## src/rtl/fifo_unpack.sv

```systemverilog
`default_nettype none
// ============================================================================
// Module   : fifo_unpack
// Purpose  : Splits IN_WIDTH FIFO words into RATIO narrow valid/ready beats.
//            Optional zero-latency first beat: FIFO_UNPACK_BYPASS_EN.
// Revision : 1.0
// ============================================================================
module fifo_unpack #(
    parameter int IN_WIDTH  = 32,
    parameter int OUT_WIDTH = 8,
    parameter bit LSB_FIRST = 1'b1
) (
    input  logic                                  i_clk,
    input  logic                                  i_rst_n,
    input  logic                                  i_fifo_empty,
    input  logic [IN_WIDTH-1:0]                   i_fifo_rdata,
    output logic                                  o_fifo_pop,
    input  logic                                  i_flush,
    output logic                                  o_valid,
    input  logic                                  i_ready,
    output logic [OUT_WIDTH-1:0]                  o_data,
    output logic                                  o_last,
    output logic [$clog2(IN_WIDTH/OUT_WIDTH)-1:0] o_beat_idx
);

    localparam int               RATIO    = IN_WIDTH / OUT_WIDTH;
    localparam int               CNT_W    = $clog2(RATIO);
    localparam logic [CNT_W-1:0] LAST_IDX = CNT_W'(RATIO - 1);

    typedef enum logic [0:0] {
        IDLE = 1'b0,
        HOLD = 1'b1
    } state_t;

    state_t               state;
    state_t               state_nxt;
    logic [CNT_W-1:0]     cnt;
    logic [CNT_W-1:0]     cnt_nxt;
    logic [IN_WIDTH-1:0]  hold_word;
    logic                 load;
    logic [CNT_W-1:0]     slice_sel;
    logic [OUT_WIDTH-1:0] hold_beat;

    // Beat order only changes which slice the counter selects.
    assign slice_sel = LSB_FIRST ? cnt : (LAST_IDX - cnt);

    always_comb begin
        hold_beat = hold_word[OUT_WIDTH-1:0];
        for (int i = 0; i < RATIO; i++) begin
            if (slice_sel == CNT_W'(i)) begin
                hold_beat = hold_word[i*OUT_WIDTH +: OUT_WIDTH];
            end
        end
    end

`ifdef FIFO_UNPACK_BYPASS_EN
    logic [OUT_WIDTH-1:0] head_beat;

    assign head_beat = LSB_FIRST ? i_fifo_rdata[OUT_WIDTH-1:0]
                                 : i_fifo_rdata[IN_WIDTH-1 -: OUT_WIDTH];
`endif

    always_comb begin
        state_nxt  = state;
        cnt_nxt    = cnt;
        load       = 1'b0;
        o_fifo_pop = 1'b0;
        o_valid    = 1'b0;
        o_data     = hold_beat;
        o_last     = 1'b0;
        o_beat_idx = '0;
        // Reset and flush both suppress any transfer in the current cycle.
        if (!i_rst_n || i_flush) begin
            state_nxt = IDLE;
            cnt_nxt   = '0;
        end else begin
            case (state)
                IDLE: begin
                    if (!i_fifo_empty) begin
`ifdef FIFO_UNPACK_BYPASS_EN
                        o_valid = 1'b1;
                        o_data  = head_beat;
                        if (i_ready) begin
                            o_fifo_pop = 1'b1;
                            load       = 1'b1;
                            cnt_nxt    = CNT_W'(1);
                            state_nxt  = HOLD;
                        end
`else
                        o_fifo_pop = 1'b1;
                        load       = 1'b1;
                        cnt_nxt    = '0;
                        state_nxt  = HOLD;
`endif
                    end
                end
                HOLD: begin
                    o_valid    = 1'b1;
                    o_beat_idx = cnt;
                    o_last     = (cnt == LAST_IDX);
                    if (i_ready) begin
                        if (cnt != LAST_IDX) begin
                            cnt_nxt = cnt + 1'b1;
                        end else if (!i_fifo_empty) begin
                            o_fifo_pop = 1'b1;
                            load       = 1'b1;
                            cnt_nxt    = '0;
                        end else begin
                            cnt_nxt   = '0;
                            state_nxt = IDLE;
                        end
                    end
                end
                default: begin
                    state_nxt = IDLE;
                    cnt_nxt   = '0;
                end
            endcase
        end
    end

    always_ff @(posedge i_clk) begin
        if (!i_rst_n) begin
            state <= IDLE;
            cnt   <= '0;
        end else begin
            state <= state_nxt;
            cnt   <= cnt_nxt;
        end
    end

    // The holding register carries data only; it needs no reset.
    always_ff @(posedge i_clk) begin
        if (load) begin
            hold_word <= i_fifo_rdata;
        end
    end

`ifdef SIMULATION
    if ((IN_WIDTH % OUT_WIDTH) != 0 || RATIO < 2) begin : g_bad_params
        $error("fifo_unpack: IN_WIDTH must be a multiple of OUT_WIDTH with RATIO >= 2");
    end

    a_no_pop_when_empty : assert property (@(posedge i_clk) disable iff (!i_rst_n)
        !(o_fifo_pop && i_fifo_empty));

    a_data_stable : assert property (@(posedge i_clk) disable iff (!i_rst_n)
        (o_valid && !i_ready) |=> (!o_valid || $stable(o_data)));
`endif

endmodule
`default_nettype wire

```

## config.mk

```make
export PLATFORM = sky130hd
export DESIGN_NAME = fifo_unpack
export DESIGN_NICKNAME = d
export VERILOG_FILES = /design/src/rtl/fifo_unpack.sv
export SDC_FILE = /design/constraint.sdc
export NUM_CORES = 1
export LEC_CHECK = 0
export CORE_ASPECT_RATIO = 0.6
export CORE_UTILIZATION = 35
export DETAILED_ROUTE_END_ITERATION = 12
export GPL_ROUTABILITY_DRIVEN = 0
export PLACE_DENSITY_LB_ADDON = 0.2
export REMOVE_ABC_BUFFERS = 1
export SYNTH_ARGS = -nofsm -noshare
export SYNTH_HDL_FRONTEND = slang
export SYNTH_SLANG_ARGS = --single-unit
```

## constraint.sdc

```tcl
create_clock -name i_clk -period 4.8 [get_ports i_clk]
set_input_delay 0.96 -clock i_clk [delete_from_list [all_inputs] [get_ports i_clk]]
set_output_delay 0.96 -clock i_clk [all_outputs]
set_load 0.01 [all_outputs]
```

==> run metrics, run 1 <==
status complete, no violations; Max-cap violations 0; commonest cells in the netlist edfxtp_1, nand2_1, mux2_4, mux2i_1, o21ai_1; final-report hold violation count 0; final WL 2.72 mm; Synth area leaders edfxtp_1, mux2_4, mux2i_1; distinct cell type count after synthesis 20; Post-Layout Cell Count 192; Initial DRC Count 50; Final Net Count 184; CP Launch Type input port; initial antenna violation count 0; CP dominant cell by count clkdlybuf4s50_1; Place WS 1350 ps; number of global-route vias before repair between 900 and 1,000; sequential share of the synthesized area 69.9%; number of synthesized flops with an enable pin 32; routed length per instance approximately 14 um; maximum buffer depth of the clock tree 2; overall global routing resource usage 13.9%; Post-Place Cells 184; clock latency on the worst-skew pair 280 ps; PwrDens 284 nW/um2; post-synthesis cell area 1460 um2; Crit Path Class in2out; share of cells above drive strength 1 11.0%; hold_buf cts 0; Initial Util 38.1%; Final Util between 50% and 60%; Residual DRC 0; pins over their slew limit 0; share of the synthesized area in the top cell type 65.8%; Final HPWL DP 1.92 mm; Top FF cell, synth edfxtp_1; Worst Path Arrival 2510 ps; I/O Buffers 49; overall power consumption 0.592 mW; largest net degree at the start of global routing 33; CTS tree built; Post-DP Area 2000 um2; Die X-Extent 85.4 um; Yosys top cell by area edfxtp_1; yosys synthesis warning count 0; Max rail drop VDD 0.151 mV; FP Rows 17; # diodes 0; vias per cell around 4.6; worst hold-check path type reg2reg; drt pass-1 iters 4; H-tree lvl count 2; global-route wire length before repair between 4 and 5 mm; CP Capture Type primary output; post-route ant nets 0; Worst-path clk slew 60 ps; post-route design area 2080 um2; hold slack 568 ps; Max stage delay on crit path around 600 ps; Setup Buffers After CTS 0; worst rel slew slack 54.7%; fmax approximately 290 MHz; Core Area 3830 um2; CP Cell Sequence clkdlybuf4s50_1, nand2b_1, a211oi_4, clkdlybuf4s50_1; P_leak 0.698 nW; final worst-path cycle share 72.2%; Die Ht 52.0 um; Num CTS Buffers 5; Worst EP required 3840 ps; Yosys reg bits 35; RSZ-0062 raised after global routing no; CTS Sinks 35; via count 891; Crit Path Max Fanout 4; slack of the critical path 1330 ps; Layout area overhead 42.6%; most common cell in the netlist edfxtp_1; Die ar. 4440 um2; sum of negative setup slack 0 ps; Gates resized, CTS repair 0; Mapped Cells 91; Ports 50; Post-Synthesis Mean Instance Area 16.0 um2; root buf cell clkbuf_8; Crit-path slowest cell clkdlybuf4s50_1; Period minus WS final 3470 ps; Setup Skew about 8.3 ps; Final Setup Violations 0; Async SR Flop Fraction 0%; Least-Margin Pin Slew 680 ps; grt total ovfl 0
metal layers:
layer | vias to the layer above | GRT usage, % | share of wire, % | wire length (um)
li1 | 446 | - | - | -
met3 | 2 | 6.35 | 7.3 | 199
met4 | 0 | 5.00 | 0.52 | 14
met2 | 33 | 24.2 | 49 | 1330
met1 | 410 | 15.3 | 43 | 1170
met5 | - | 0 | 0 | 0
path summary, 6_finish.rpt:
| kind | start | to | slack (ps) | cells after the start |
|---|---|---|---|---|
| max | i_flush | o_fifo_pop | 1330 | 4 |
| min | cnt[1] | cnt[1] | 570 | 2 |
| max reg2reg | cnt[0] | hold_word[17] | 2390 | 4 |
| min reg2reg | cnt[1] | cnt[1] | 570 | 2 |
layout by cell type (no fill, tap or decap), types with 2 or more instances in the layout:
cell	instances
edfxtp_1	32
ha_1	3
mux2_4	8
clkdlybuf4s50_1	49
o2111ai_1	2
o21ai_1	8
inv_1	2
nand2_1	11
dfxtp_1	3
and3_1	3
clkbuf_8	5
mux2i_1	8
registers in the layout, indices dropped and copies added (netlist names):
| name | cells |
|---|---|
| hold_word | 32 |
| cnt | 2 |
| state | 1 |
where the power goes:
group          switching [mW]  internal (mW)  total, mW
logic                  0.0153         0.0358     0.0511
registers             0.00295          0.342      0.345
clock network          0.0964         0.0996      0.196
total                   0.115          0.477      0.592
area by class of cell:
class	instances	area (um2)
fill	323	1750
sequential	35	1020
timing repair buffer	50	498
multi-input combinational	50	415
clock buffer	6	72.6
tap	47	58.8
clock inverter	2	8.76
inverter	2	7.51
worst max-delay path: cells and delay by family:
family                 cells  cell delay [ps]
and+or+nand+nor            1              240
buffers and inverters      2             1020
AOI/OAI and AO/OA          1              290
cells by family (layout without fill, tap and decap cells):
| logic type | count (synthesis) | in the layout | share of synthesized area (%) |
|---|---|---|---|
| multiplexers | 16 | 16 | 13.7 |
| AND/OR/NAND/NOR | 17 | 17 | 5.40 |
| buffers and inverters | 6 | 60 | 2.49 |
| adder cells (fa/ha/maj) | 3 | 3 | 2.57 |
| AO/OA/AOI/OAI | 14 | 14 | 5.91 |
| flip-flops | 35 | 35 | 69.9 |
(Power assumes the default switching activity.)
==> run 2, diff against run 1 <==
==> constraint.sdc (replaced) <==
create_clock -name i_clk -period 2.8 [get_ports i_clk]
set_input_delay 0.56 -clock i_clk [delete_from_list [all_inputs] [get_ports i_clk]]
set_output_delay 0.56 -clock i_clk [all_outputs]
set_load 0.01 [all_outputs]
==> run 2 against run 1 <==
Compared with the run above: worst setup slack lost 1200 ps; clock power is 78% higher; core utilization increased by 0.65 points; critical path type unchanged; final area grew 1.2%; critical path depth unchanged; first-iteration DRC count grew 20%.
==> run metrics, run 2 (synthesis results as in run 1) <==
P_leak 0.709 nW (+1.5%); status complete, no violations; global-route wire length before repair 4.31 mm (-0.32%); Reg2Reg Launch Point cnt[0]; Worst Path Buf+Inv 2 (unchanged); I/O Buffers 49 (unchanged); post-route ant nets 0 (unchanged); Die X-Extent 85.4 um (unchanged); vias per cell 4.75 (+2.3%); Max-cap violations 0 (unchanged); worst hold path startpoint cnt[1]; Initial Util 38.1% (unchanged); Top Registers hold_word: 32 flops, cnt: 2 flops, state: 1 flops; Die Ht 52.0 um (unchanged); hold_buf cts 0 (unchanged); root buf cell clkbuf_8; via count 916 (+2.8%); PwrDens 488 nW/um2 (+72%); # diodes 0 (unchanged); share of cells above drive strength 1 14.4% (+3.3 points); Max stage delay on crit path 530 ps (-70 ps); Worst-path clk slew 70 ps (about the same); CP dominant cell by count clkdlybuf4s50_1; reg2reg setup slack 930 ps (-1460 ps); Ports 50 (unchanged); FP Rows 17 (unchanged); max reg flops 32 (unchanged); Setup Buffers After CTS 0 (unchanged); Top Family by Delay on Critical Path buffers and inverters; Final Util 55.0% (+0.65 points); Residual DRC 0 (unchanged); r2r worst-path depth 4 (unchanged); worst hold-check path type reg2reg; pins over their slew limit 0 (unchanged); Worst EP required 2240 ps (-1600 ps); final-report hold violation count 0 (unchanged); CP Launch Type input port; H-tree lvl count 2 (unchanged); Least-Margin Pin Slew 400 ps (-280 ps); Period minus WS final about 2700 ps; Post-DP Area 2010 um2 (+0.38%); final WL 2.79 mm (+2.6%); overall global routing resource usage 14.2% (+0.27 points); Final HPWL DP 1.96 mm (+2.1%); routed length per instance 14.4 um (+2.0%); clock latency on the worst-skew pair 290 ps (about the same); RSZ-0062 raised after global routing no; most frequent cells in the layout clkdlybuf4s50_1, edfxtp_1, nand2_1; Setup Skew 4.59 ps (-3.75 ps); number of global-route vias before repair 899 (-4.0%); Post-Layout Cell Count 193 (+0.52%); worst rel slew slack 73.3% (+19 points); final worst-path cycle share 95.4%; fmax around 370 MHz; initial antenna violation count 0 (unchanged); overall power consumption 1.03 mW (+74%); Crit Path Max Fanout 6 (+2); Initial DRC Count 60 (+20%); maximum buffer depth of the clock tree 2 (unchanged); Crit-path slowest cell clkdlybuf4s50_1; drt pass-1 iters 4 (unchanged); most common cell after layout, fill and taps aside clkdlybuf4s50_1; grt total ovfl 0 (unchanged); Crit Path Class in2out; Layout area overhead 44.3%; largest net degree at the start of global routing 33 (unchanged); Max rail drop VDD 0.248 mV (+64%); post-route design area 2110 um2 (+1.2%); Final Net Count 185 (+0.54%); Num CTS Buffers 5 (unchanged); CP Capture Type primary output; CTS tree built; CTS Sinks 35 (unchanged); hold depth 2 (unchanged); worst hold path endpoint cnt[1]; FF-to-FF End hold_word[30]; CP Cell Sequence clkdlybuf4s50_1, nor2b_1, and3_1, clkdlybuf4s50_1; Worst Path Arrival 2110 ps (-400 ps); Core Area 3830 um2 (unchanged); # fillers 316 (-2.2%); Post-Place Cells 185 (+0.54%); sum of negative setup slack 0 ps (unchanged); Final Setup Violations 0 (unchanged); Die ar. 4440 um2 (unchanged); Reg with most FFs hold_word
-- run 2: repair_timing --
item                                    4_1_cts  5_1_grt
gates resized for setup                       1        2
endpoints found under the hold margin         0        0
endpoints found under the setup margin        8        8
-- run 2: where the power goes --
group,switching (mW),leakage [nW],internal [mW]
clock,0.179,0.0477,0.170
sequential,0.00521,0.317,0.586
combinational,0.0268,0.344,0.0618
-- run 2: through the flow --
step / setup WS, ps / hold WS (ps)
after detailed placement: 138 / 564
after CTS: 14.5 / 574
after global routing: 2.28 / 632
after floorplan: -1400 / 501
after global placement: 143 / 539
final: 129 / 600
-- run 2: worst max path at each step --
| stage | from | endpoint | slack, ps | cells past startpoint |
|---|---|---|---|---|
| CTS | cnt[0] | o_data[0] | 10 | 5 |
| global placement | i_flush | o_fifo_pop | 140 | 4 |
| global route | cnt[0] | o_data[7] | 2 | 5 |
| detailed placement | i_rst_n | o_last | 140 | 4 |
| finish | i_rst_n | o_last | 130 | 4 |
| floorplan | cnt[0] | o_fifo_pop | -1400 | 3 |
-- run 2: cell type report --
class / instances / area, um2 / area share, %
Sequential cell: 35 / 1020 / 48.5
Clock buffer: 5 / 68.8 / 3.27
Clock inverter: 3 / 15.0 / 0.713
Timing Repair Buffer: 51 / 505 / 24.0
Tap cell: 47 / 58.8 / 2.79
Multi-Input combinational cell: 50 / 430 / 20.4
Inverter: 2 / 7.51 / 0.356
-- run 2: per-layer routing --
| metal | up-vias | global-route usage (%) | wire length (um) |
|---|---|---|---|
| met5 | - | 0 | 0 |
| met4 | 0 | 8.61 | 72 |
| met3 | 10 | 6.67 | 200 |
| met2 | 38 | 22.4 | 1280 |
| met1 | 418 | 15.9 | 1230 |
| li1 | 450 | - | - |
-- run 2: worst register-to-register path: stages, from the launching register on --
cell and delay [ps]:
dfxtp_1 470, ha_1 220, nand2_1 110, a211oi_4 300, buf_4 410
